--- config.mk ---
export PLATFORM = sky130hd
export DESIGN_NAME = bcd_scan_display
export DESIGN_NICKNAME = d
export VERILOG_FILES = /design/src/rtl/bcd_scan_display.sv
export SDC_FILE = /design/constraint.sdc
export NUM_CORES = 1
export LEC_CHECK = 0
export BUFFER_PORTS_ARGS = -buffer_cell sky130_fd_sc_hd__buf_2
export CORE_MARGIN = 1
export CORE_UTILIZATION = 25
export CTS_BUF_LIST = sky130_fd_sc_hd__clkbuf_16
export DETAILED_ROUTE_END_ITERATION = 8
export PLACE_DENSITY = 0.46
export SLEW_MARGIN = 40
export SYNTH_ARGS = -nofsm -noshare
export SYNTH_HDL_FRONTEND = slang
export SYNTH_SLANG_ARGS = --single-unit
--- constraint.sdc ---
create_clock -name clk -period 2.8 [get_ports clk]
set_input_delay 0 -clock clk [delete_from_list [all_inputs] [get_ports clk]]
set_output_delay 0 -clock clk [all_outputs]
set_load 0.03 [all_outputs]
--- src/rtl/bcd_scan_display.sv ---
// ============================================================================
// Module   : bcd_scan_display
// Brief    : Time-multiplexed common-anode 7-segment driver for a BCD counter
//            chain, with a per-frame input snapshot. Optional leading-zero
//            blanking is enabled by defining BCD_SCAN_LZB_EN.
// Revision : 1.0 - initial release
// ============================================================================
`default_nettype none

module bcd_scan_display #(
    parameter int CLK_DIV  = 1000,
    parameter int N_DIGITS = 4
) (
    input  logic                  clk,
    input  logic                  rst,
    input  logic                  enable,
    input  logic [4*N_DIGITS-1:0] bcd_in,
    input  logic [N_DIGITS-1:0]   dp_in,
    output logic [6:0]            seg,
    output logic                  dp,
    output logic [N_DIGITS-1:0]   an,
    output logic                  frame
);

    localparam int PRE_W = (CLK_DIV  > 1) ? $clog2(CLK_DIV)  : 1;
    localparam int IDX_W = (N_DIGITS > 1) ? $clog2(N_DIGITS) : 1;

    localparam logic [PRE_W-1:0]    c_pre_max = PRE_W'(CLK_DIV - 1);
    localparam logic [IDX_W-1:0]    c_idx_max = IDX_W'(N_DIGITS - 1);
    localparam logic [N_DIGITS-1:0] c_an_one  = N_DIGITS'(1);
    localparam logic [6:0]          c_blank   = 7'h7F;

    logic [PRE_W-1:0]      r_pre;
    logic [IDX_W-1:0]      r_idx;
    logic [4*N_DIGITS-1:0] r_snap_bcd;
    logic [N_DIGITS-1:0]   r_snap_dp;

    logic                  w_run;
    logic                  w_tick;
    logic                  w_sof;
    logic [3:0]            w_nib;
    logic [6:0]            w_seg_dec;
    logic [6:0]            w_seg;
    logic [N_DIGITS-1:0]   w_an;

    // enable is active-low: high freezes the scan
    assign w_run  = ~enable;
    assign w_tick = (r_pre == c_pre_max);
    assign w_sof  = w_run && (r_pre == '0) && (r_idx == '0);
    assign w_nib  = r_snap_bcd[{r_idx, 2'b00} +: 4];
    assign w_an   = ~(c_an_one << r_idx);

    always_comb begin
        w_seg_dec = 7'b0111111;
        case (w_nib)
            4'd0:    w_seg_dec = 7'b1000000;
            4'd1:    w_seg_dec = 7'b1111001;
            4'd2:    w_seg_dec = 7'b0100100;
            4'd3:    w_seg_dec = 7'b0110000;
            4'd4:    w_seg_dec = 7'b0011001;
            4'd5:    w_seg_dec = 7'b0010010;
            4'd6:    w_seg_dec = 7'b0000010;
            4'd7:    w_seg_dec = 7'b1111000;
            4'd8:    w_seg_dec = 7'b0000000;
            4'd9:    w_seg_dec = 7'b0010000;
            default: w_seg_dec = 7'b0111111;
        endcase
    end

`ifdef BCD_SCAN_LZB_EN
    logic [N_DIGITS-1:0] w_lead;

    // A digit is a leading zero while it and everything above it is a
    // zero nibble with no decimal point requested.
    always_comb begin : p_lzb
        logic w_chain;
        w_chain = 1'b1;
        w_lead  = '0;
        for (int i = N_DIGITS - 1; i >= 0; i--) begin
            w_chain   = w_chain & (r_snap_bcd[4*i +: 4] == 4'd0) & ~r_snap_dp[i];
            w_lead[i] = w_chain;
        end
        w_lead[0] = 1'b0;
    end

    assign w_seg = w_lead[r_idx] ? c_blank : w_seg_dec;
`else
    assign w_seg = w_seg_dec;
`endif

    always_ff @(posedge clk) begin
        if (rst) begin
            r_pre      <= '0;
            r_idx      <= '0;
            r_snap_bcd <= '0;
            r_snap_dp  <= '0;
            an         <= '1;
            seg        <= c_blank;
            dp         <= 1'b1;
            frame      <= 1'b0;
        end else if (w_run) begin
            r_pre <= w_tick ? '0 : r_pre + 1'b1;
            if (w_tick) begin
                r_idx <= (r_idx == c_idx_max) ? '0 : r_idx + 1'b1;
            end
            if (w_sof) begin
                r_snap_bcd <= bcd_in;
                r_snap_dp  <= dp_in;
            end
            frame <= w_sof;
            an    <= w_an;
            seg   <= w_seg;
            dp    <= ~r_snap_dp[r_idx];
        end else begin
            an    <= '1;
            seg   <= c_blank;
            dp    <= 1'b1;
            frame <= 1'b0;
        end
    end

endmodule

`default_nettype wire

# After elaboration in Yosys (flattened, before gate mapping)
# Memories as Yosys holds them, arrays and structs flattened. A register that Yosys moved wholly into a read port is not among the register bits.
# Cells that the tools add are included.
# totals
register_bits	38
romBits	112
inputBits	23
output_inout_bits	13
word_cells	29
n_memories	1
# classes
add_sub_neg	2
magnitude_cmp	1
n_eq_ne	2
shifts	2
mux	4
bitwise	3
reduce_logical	7
# mem_list
name	words	width	read_ports	rd_clocked_by_memory_dff	write_ports	line	rtl
(name not given)	16	7	1	1	0	55	case (w_nib)
# ops
operator	count
$shiftx 16x5->4	1
$add 10x1->10 const B	1
$eq 10x10->1 const B	1
$logic_not 10->1	1
$mux 10	1
$not 4->4	1
$reduce_and 2->1	2
$shl 1x2->4 const A	1
$lt 2x3->1 const B	1
$add 2x1->2 const B	1
$bmux 1 s2	1
$eq 2x2->1 const B	1
$logic_and 1x1->1	2
$logic_not 2->1	1
$mux 2	1
$not 1->1	2
$reduce_or 2->1	1
$mux 1	1

# Depth between registers and ports, before layout
# Gate-level depths: netlist (run 1).
# logic_depth
word_depth	4
mapped_depth	8
depth_no_buf	7

# Worst setup path before layout (run 1)
# Ideal clock, no wire load.
# synth_timing
path_kind	register -> register
start	register r_idx[0]
end	register seg[4]
setup_time_ns	0.120
t_arrival_ns	1.812
t_required_ns	2.680
path_slack_ns	0.869
stages_incl_launch_ff	9
n_path_buf	1
period_less_slack_ns	1.931
path_cell_list	dfxtp_1 -> buf_6 -> mux4_2 -> inv_1 -> ha_1 -> inv_1 -> a21oi_1 -> o21ai_1 -> a211o_1
# synth_between
elab_chain_len	1
# synth_lines
element	line	rtl
start, declared	34	logic [IDX_W-1:0] r_idx;
start signal, assigned	104	r_idx <= (r_idx == c_idx_max) ? '0 : r_idx + 1'b1;
$shiftx 16x5->4	50	assign w_nib = r_snap_bcd[{r_idx, 2'b00} +: 4];
end, declared	19	output logic [6:0] seg,
# No other way between the ends.
# A chain may end at the register's enable or synchronous reset.

# Worst setup path after layout (run 1)
# Ends and elaborated chain as after synthesis.

==> qor.txt, run 1 <==
multiplexer share of the synthesized area: 6.79%
Netlist Area Pre-Place: 1950 um2
fin util: 35.1%
share of layout cells above drive strength 1: 18.3%
clock slew at reported path FFs: 0.06 ns
final net count: 306
# port buffers: 35
global placer's final weighted congestion: 0.763
postcts setup bufs: 0
routed wire length: 4.27 mm
CP Data Required Time: 2.98 ns
reg2reg end: seg[4]
# IOs: 36
Vias per Instance: 4.37
via count: 1627
CP Launch Type: flip-flop
max_slew headroom: 57.5%
Residual DRC: 0
xor and xnor area share after synthesis: 3.14%
register-to-register setup slack: 0.61 ns
register area share after synthesis: 46.1%
reg2reg start: r_idx[0]
status: finished clean
Yosys top cell by area: dfxtp_1
H-tree depth: 2
CP Data Arrival Time: 2.37 ns
number of max-cap violations: 0
initial antenna violation count: 0
FF/Latch Area: 901 um2
Fillers: 786
post-synth cell types: 34
Area contributors post-synth: dfxtp_1 (46%), nand2_1 (10%), ha_1 (7.0%), a21oi_1 (6.9%), mux4_2 (5.8%)
setup TNS: 0 ns
first-pass GRT wire length: 7.06 mm
Worst Reg2Reg Path Length in Cells: 7
P&R area growth vs syn: 33.3%
cts repair resizes: 0
largest family of logic cells by synthesized area: simple AND/OR/NAND/NOR gates
Peak Freq: 456 MHz
Min-Delay Path Class: in -> reg
Slew @ Worst Pin: 0.635 ns
Horiz. Die Dim: 90.4 um
antenna diode count: 0
Pre-Repair DR Iteration Count: 4
post-route ant nets: 0
Synth Area in Compound Gates: 11.3%
clk_skew: 0.00449 ns
vias in the first global route: 1444
Critical Path End Type: flip-flop
minimum clock period after layout: 2.19 ns
post-synthesis adder-cell area fraction: 7.05%
Die H: 90.4 um
routed len/inst: 11.5 um
CTS tree: yes
post-synthesis register bit count: 45
initial core utilization: 26.4%
DP Wirelength: 2.99 mm
Row Count: 31
Max Root-Sink Buffers: 2
largest net degree at the start of global routing: 31
footprint of the multi-input gates: 965 um2
Final period util: 78.4%
critical path endpoint: seg[4]
Worst setup startpoint: r_idx[0]
Mapped Cells: 220
Core Footprint: 7410 um2
Pins Over Slew Limit: 0
PD cells: 632 nW/um2
RSZ-0062 raised after global routing: no
Max rail drop VDD: 210 uV
syn_area_per_cell: 8.88 um2
static leakage: 1.03 nW
Num CTS Buffers: 5
critical path class: reg -> reg
top-area cell type share of the netlist area: 46.1%
GR Overflow Total: 0
clock net sink count: 45
Setup-failing EPs final: 0
All-Layer GR Usage: 10.9%
Fin. Hold Viols: 0
Ys Warns: 0
simple-gate share of the synthesized area: 21.1%
CTS root buffer: clkbuf_16
DR iter-0 viols: 66
syn nets: 254
DIE AREA: 8170 um2
clk_lat worst skew: 0.28 ns
critical path peak fanout: 10
Hold Slack: 0.0618 ns
-- placed cells by master (no fill, tap or decap), drive strengths merged, types with 3 or more instances in the layout --
cell type    netlist  layout
xnor2              3       3
mux4               5       5
a21oi             27      27
nor2b              3       3
xor2               4       4
dfxtp             45      45
o21ai              7       7
nand2b             3       3
inv                8       9
buf                5      37
nand2             52      52
clkbuf             7       5
nor2              12      12
dlygate4sd3        0      20
nor3               4       4
ha                11      11
-- cells in the mapped netlist, drive strengths merged --
library cell	count
a211o	1
a21oi	27
a22oi	1
a32oi	1
and2	2
and3	2
and3b	1
and4	1
buf	5
clkbuf	7
dfxtp	45
ha	11
inv	8
mux2i	2
mux4	5
nand2	52
nand2b	3
nand3	2
nand4	1
nand4b	2
nor2	12
nor2b	3
nor3	4
nor3b	1
nor4b	2
o211ai	1
o21ai	7
o21bai	1
o2bb2a	1
or3	1
or4	1
xnor2	3
xor2	4
-- repair_timing --
item	in CTS	in global routing
hold endpoints to repair	20	0
endpoints found under the setup margin	0	0
hold buffers	20	0
-- power breakdown --
part           switching [mW]  internal [mW]
clock                   0.247          0.514
sequential             0.0174          0.675
combinational           0.107         0.0844
-- registers in the layout (all words and copies together) (netlist names) --
name / count
dp: 1
an: 4
seg: 7
r_snap_bcd: 16
frame: 1
r_snap_dp: 4
r_idx: 2
r_pre: 10
-- kinds of logic after synthesis --
| family | after synthesis |
|---|---|
| AOI/OAI and AO/OA | 40 |
| xor gates and xnor gates | 7 |
| adders and majority gates | 11 |
| buffers and inverters | 20 |
| DFF | 45 |
| muxes | 7 |
| and+or+nand+nor | 90 |
-- metrics by stage --
stage	std cells	power, mW	cell area (um2)	setup WS, ns
after floorplan	220	0.824	1950	0.869
after global placement	344	0.881	2210	0.616
after detailed placement	344	0.880	2210	0.567
after CTS	372	1.67	2600	0.566
after global routing	372	1.73	2600	0.401
final	372	1.65	2600	0.606
-- worst max-delay path, stage by stage (launching register included) --
cell and delay, ns:
dfxtp_1 0.61, mux4_2 0.64, inv_1 0.15, ha_1 0.18
inv_1 0.04, a21oi_1 0.10, o21ai_1 0.07, a211o_1 0.28
-- routing by layer --
layer / up-vias / global-route usage (%) / routed length [um]
li1: 841 / - / -
met1: 748 / 14.2 / 2130
met3: 5 / 2.78 / 144
met5: - / 0 / 0
met2: 33 / 16.9 / 1910
met4: 0 / 5.24 / 79
-- cell type report --
| class | count | area share [%] |
|---|---|---|
| inverters | 8 | 1.15 |
| multi-input cells | 155 | 37.0 |
| well taps | 99 | 4.76 |
| flip-flops and latches | 45 | 34.6 |
| clock buffers | 5 | 4.81 |
| repair buffers | 57 | 15.0 |
| clock inverters | 3 | 2.64 |
-- worst min path at each step --
stage                          to  slack, ns       from  depth (start not counted)
finish                     seg[4]       0.06     enable                          2
floorplan           r_snap_bcd[0]       0.14  bcd_in[0]                          2
global placement     r_snap_dp[1]       0.25   dp_in[1]                          3
CTS                        seg[4]       0.07     enable                          2
detailed placement   r_snap_dp[2]       0.25   dp_in[2]                          3
global route               seg[4]       0.07     enable                          2
Note: power is estimated with default switching activity, not from simulation.
==> run 2: changes to the inputs <==
Clock period 2.8 ns to 2.15 ns, I/O delays scaled along.
==> run 2 against run 1 <==
Critical path depth unchanged. Critical endpoint unchanged. Cell area decreased by 0.19%. Die area unchanged. Core utilization shrank 0.068 points. Count of clock-buffer cells in the layout unchanged. Fmax increased by 14%. Total power is 16% higher. Cell count grew 1.1%. Largest power group is now registers.
==> qor.txt, run 2 (synthesis gave the netlist of run 1 again) <==
most flop-heavy register: r_snap_bcd (unchanged)
DR iter-0 viols: 101 (was 66)
CP Launch Type: flip-flop (unchanged)
PD cells: 737 nW/um2 (was 632 nW/um2)
RSZ-0062 raised after global routing: no (unchanged)
share of layout cells above drive strength 1: 19.5% (was 18.3%)
max_slew headroom: 57.2% (was 57.5%)
status: finished clean (unchanged)
Horiz. Die Dim: 90.4 um (unchanged)
biggest regs: r_snap_bcd: 16 flops, r_pre: 10 flops, seg: 7 flops (unchanged)
routed len/inst: 11.1 um (was 11.5 um)
cts repair resizes: 0 (unchanged)
most common cell after layout, fill and taps aside: nand2_1 (unchanged)
final net count: 310 (was 306)
critical path peak fanout: 4 (was 10)
Slew @ Worst Pin: 0.640 ns (was 0.635 ns)
CP Data Required Time: 2.32 ns (was 2.98 ns)
Vias per Instance: 4.34 (was 4.37)
Setup-failing EPs final: 0 (unchanged)
first-pass GRT wire length: 7.03 mm (was 7.06 mm)
Final period util: 89.3% (was 78.4%)
Residual DRC: 0 (unchanged)
largest net degree at the start of global routing: 31 (unchanged)
Max rail drop VDD: 285 uV (was 210 uV)
Pre-Repair DR Iteration Count: 4 (unchanged)
CTS tree: yes (unchanged)
Row Count: 31 (unchanged)
GR Overflow Total: 0 (unchanged)
post-placement setup slack: 0.242 ns (was 0.567 ns)
Die H: 90.4 um (unchanged)
setup TNS: 0 ns (unchanged)
Core Footprint: 7410 um2 (unchanged)
total chip power: 1.92 mW (was 1.65 mW)
number of flip-flops in the largest register: 16 (unchanged)
clock net sink count: 45 (unchanged)
global placer's final weighted congestion: 0.738 (was 0.763)
clk_lat worst skew: 0.29 ns (was 0.28 ns)
post-route cell area: 2600 um2 (about the same)
antenna diode count: 0 (unchanged)
Fin. Hold Viols: 0 (unchanged)
number of max-cap violations: 0 (unchanged)
fin util: 35.1% (about the same)
All-Layer GR Usage: 10.7% (was 10.9%)
critical path class: reg -> reg (unchanged)
Peak Freq: 521 MHz (was 456 MHz)
DIE AREA: 8170 um2 (unchanged)
vias in the first global route: 1485 (was 1444)
# IOs: 36 (unchanged)
area post-placement: 2250 um2 (was 2210 um2)
Critical Path End Type: flip-flop (unchanged)
H-tree depth: 2 (unchanged)
P&R area growth vs syn: 33.1% (was 33.3%)
Setup WS post-layout: 0.230 ns (was 0.606 ns)
initial core utilization: 26.4% (unchanged)
Max Root-Sink Buffers: 2 (unchanged)
CTS root buffer: clkbuf_16 (unchanged)
via count: 1632 (was 1627)
Num CTS Buffers: 5 (unchanged)
most frequent cells in the layout: nand2_1 (52), dfxtp_1 (45), buf_2 (35), a21oi_1 (27), dlygate4sd3_1 (20) (unchanged)
# port buffers: 35 (unchanged)
routed wire length: 4.16 mm (was 4.27 mm)
DP Wirelength: 2.99 mm (about the same)
minimum clock period after layout: 1.92 ns (was 2.19 ns)
static leakage: 1.03 nW (about the same)
Min-Delay Path Class: in -> reg (unchanged)
post-route ant nets: 0 (unchanged)
clk_skew: 0.00576 ns (was 0.00449 ns)
Pins Over Slew Limit: 0 (unchanged)
clock slew at reported path FFs: 0.07 ns (was 0.06 ns)
initial antenna violation count: 0 (unchanged)
CP Data Arrival Time: 2.09 ns (was 2.37 ns)
## run 2: changes by cell type in the layout (fill, tap and decap cells not counted), sizes merged
cell / before / now
buf: 37 / 41
clkinvlp: 0 / 1
bufinv: 2 / 0
clkinv: 0 / 1
## run 2: critical path, cell delays in order, from the launching register on
cell and delay (ns):
dfxtp_1 0.42, mux4_2 0.56, inv_1 0.14, ha_1 0.18, inv_1 0.04, a21oi_1 0.11
o21ai_1 0.07, a211o_1 0.28
## run 2: metal layers
layer  track usage (%)  vias to the layer above  wire length [um]
met1              14.3                      748              2090
li1                  -                      848                 -
met3              2.44                        5               155
met5                 0                        -                 0
met2              16.5                       31              1850
met4              4.44                        0                72
## run 2: final timing paths
check / startpoint / end / slack (ns) / cells after the start
setup / recovery: r_idx[0] / seg[4] / 0.23 / 7
setup reg to reg: r_idx[0] / seg[4] / 0.23 / 7
hold reg to reg: r_snap_dp[0] / r_snap_dp[0] / 0.45 / 2
hold / removal: enable / seg[4] / 0.07 / 2
## run 2: repair_timing
action / CTS / global route
hold endpoints to repair: 20 / 0
hold buffers: 20 / 0
buffers inserted: 0 / 0
## run 2: cell type report
| cell class | instances | area, um2 |
|---|---|---|
| multi-input combinational | 155 | 965 |
| sequential | 45 | 901 |
| clock buffer | 5 | 125 |
| fill | 751 | 4810 |
| tap | 99 | 124 |
| timing repair buffer | 61 | 433 |
| inverter | 8 | 30.0 |
| clock inverter | 3 | 21.3 |
## run 2: through the flow
step / hold WS [ns] / cells
2_1_floorplan: 0.140 / 220
3_3_place_gp: 0.247 / 348
3_5_place_dp: 0.250 / 348
4_1_cts: 0.0614 / 376
5_1_grt: 0.0661 / 376
6_report: 0.0682 / 376
## run 2: power breakdown
group | internal [mW] | switching [mW] | leakage [nW]
clock | 0.432 | 0.324 | 0.0702
combinational | 0.117 | 0.143 | 0.592
sequential | 0.879 | 0.0204 | 0.368
==> run 3: changes to the inputs <==
Settings changed: CELL_PAD_IN_SITES_DETAIL_PLACEMENT set to 1, CELL_PAD_IN_SITES_GLOBAL_PLACEMENT set to 1, PLACE_DENSITY 0.46 to 0.56.
Clock period 2.15 ns to 2.5 ns, I/O delays scaled along.
==> run 3 against run 2 <==
Via count increased by 0.43%. Worst setup slack improved by 0.040 ns. Combinational power decreased by 15%. Cell count decreased by 1.1%. First-iteration DRC count decreased by 37%. Clock power decreased by 16%. Critical endpoint unchanged.
==> qor.txt, run 3 (synthesis gave the netlist of run 1 again) <==
setup TNS: 0 ns (unchanged)
clock slew at reported path FFs: 0.06 ns (was 0.07 ns)
Min-Delay Path Class: in -> reg (unchanged)
max_slew headroom: 55.5% (was 57.2%)
DR iter-0 viols: 64 (was 101)
Max rail drop VDD: 307 uV (was 285 uV)
final net count: 306 (was 310)
wl on met1: 2.33 mm (was 2.09 mm)
Peak Freq: 448 MHz (was 521 MHz)
CTS tree: yes (unchanged)
Pre-Repair DR Iteration Count: 4 (unchanged)
via count: 1639 (was 1632)
Critical Path End Type: flip-flop (unchanged)
PD cells: 639 nW/um2 (was 737 nW/um2)
Core Footprint: 7410 um2 (unchanged)
total chip power: 1.63 mW (was 1.92 mW)
RSZ-0062 raised after global routing: no (unchanged)
CP Data Arrival Time: 2.40 ns (was 2.09 ns)
CTS root buffer: clkbuf_16 (unchanged)
first-pass GRT wire length: 7.95 mm (was 7.03 mm)
Final period util: 89.2% (was 89.3%)
number of flip-flops in the largest register: 16 (unchanged)
# IOs: 36 (unchanged)
share of layout cells above drive strength 1: 18.3% (was 19.5%)
Fillers: 880 (was 751)
Horiz. Die Dim: 90.4 um (unchanged)
reg2reg end: seg[4] (unchanged)
cts repair resizes: 0 (unchanged)
DP Wirelength: 3.16 mm (was 2.99 mm)
most common cell after layout, fill and taps aside: nand2_1 (unchanged)
Worst Reg2Reg Path Length in Cells: 7 (unchanged)
Num CTS Buffers: 5 (unchanged)
number of max-cap violations: 0 (unchanged)
CP Launch Type: flip-flop (unchanged)
Pins Over Slew Limit: 0 (unchanged)
Max Root-Sink Buffers: 2 (unchanged)
Worst setup startpoint: r_idx[0] (unchanged)
initial core utilization: 26.4% (unchanged)
initial antenna violation count: 0 (unchanged)
Vias per Instance: 4.41 (was 4.34)
antenna diode count: 0 (unchanged)
All-Layer GR Usage: 12.2% (was 10.7%)
met3 routed WL: 137 um (was 155 um)
register-to-register setup slack: 0.27 ns (was 0.23 ns)
routed wl met2: 2.17 mm (was 1.85 mm)
Setup-failing EPs final: 0 (unchanged)
most flop-heavy register: r_snap_bcd (unchanged)
CP Data Required Time: 2.67 ns (was 2.32 ns)
DIE AREA: 8170 um2 (unchanged)
post-route ant nets: 0 (unchanged)
Row Count: 31 (unchanged)
Residual DRC: 0 (unchanged)
H-tree depth: 2 (unchanged)
routed wire length: 4.68 mm (was 4.16 mm)
Die H: 90.4 um (unchanged)
biggest regs: r_snap_bcd: 16 flops, r_pre: 10 flops, seg: 7 flops (unchanged)
status: finished clean (unchanged)
minimum clock period after layout: 2.23 ns (was 1.92 ns)
P&R area growth vs syn: 30.7% (was 33.1%)
Top Metal Used: met4 (unchanged)
vias in the first global route: 1583 (was 1485)
static leakage: 1.00 nW (was 1.03 nW)
critical path peak fanout: 10 (was 4)
Slew @ Worst Pin: 0.665 ns (was 0.640 ns)
# port buffers: 35 (unchanged)
reg2reg start: r_idx[0] (unchanged)
clock net sink count: 45 (unchanged)
GR Overflow Total: 0 (unchanged)
critical path class: reg -> reg (unchanged)
Fin. Hold Viols: 0 (unchanged)
global placer's final weighted congestion: 0.760 (was 0.738)
footprint of the multi-input gates: 965 um2 (unchanged)
clk_skew: 0.00514 ns (was 0.00576 ns)
most frequent cells in the layout: nand2_1 (52), dfxtp_1 (45), buf_2 (35), a21oi_1 (27), dlygate4sd3_1 (20) (unchanged)
FF/Latch Area: 901 um2 (unchanged)
routed len/inst: 12.6 um (was 11.1 um)
critical path endpoint: seg[4] (unchanged)
largest net degree at the start of global routing: 31 (unchanged)
clk_lat worst skew: 0.28 ns (was 0.29 ns)
-- run 3: cell count changes in the layout (fill, tap and decap cells not counted), sizes merged --
cell    previous run  this run
inv                9         8
clkinv             1         2
buf               41        37
-- run 3: worst min-delay path by stage --
| stage | from | end | slack (ns) | cells past startpoint |
|---|---|---|---|---|
| global route | enable | seg[4] | 0.08 | 2 |
| detailed placement | bcd_in[15] | r_snap_bcd[15] | 0.25 | 3 |
| finish | enable | seg[4] | 0.08 | 2 |
| floorplan | bcd_in[0] | r_snap_bcd[0] | 0.14 | 2 |
| global placement | bcd_in[13] | r_snap_bcd[13] | 0.26 | 3 |
| CTS | enable | seg[4] | 0.07 | 2 |
-- run 3: metrics by stage --
step	setup slack [ns]	cell area [um2]	utilization (%)	cells	hold WS, ns
finish	0.269	2550	34.5	372	0.0765
global route	0.0682	2550	34.5	372	0.0840
CTS	0.218	2550	34.5	372	0.0722
detailed placement	0.238	2210	29.8	344	0.254
global placement	0.335	2210	29.8	344	0.257
floorplan	0.569	1950	-	220	0.140
-- run 3: worst max-delay path, cell delays in order, from the launching register on --
cell and delay (ns):
dfxtp_1 0.62, mux4_2 0.64, inv_1 0.16, ha_1 0.18
inv_1 0.04, a21oi_1 0.10, o21ai_1 0.08, a211o_1 0.29
-- run 3: where the power goes --
part	switching [mW]	internal (mW)	total, mW
Clock	0.269	0.366	0.635
Combinational	0.126	0.0947	0.221
Sequential	0.0186	0.756	0.774
Total	0.414	1.22	1.63
-- run 3: metal layers --
metal  up-vias  GRT usage [%]
met5         -              0
met4         0           4.03
met3         4           2.86
met2        30           19.1
met1       770           16.4
li1        835              -
-- run 3: layout make-up --
type / count / area share, %
multi-input combinational: 155 / 37.8
sequential: 45 / 35.3
timing repair buffer: 57 / 15.3
clock buffer: 5 / 4.90
tap: 99 / 4.85
inverter: 8 / 1.18
clock inverter: 3 / 0.686
-- run 3: timing repair --
item | CTS | global route
setup buffers | 0 | 0
hold buffers | 20 | 0
hold endpoints to repair | 20 | 0
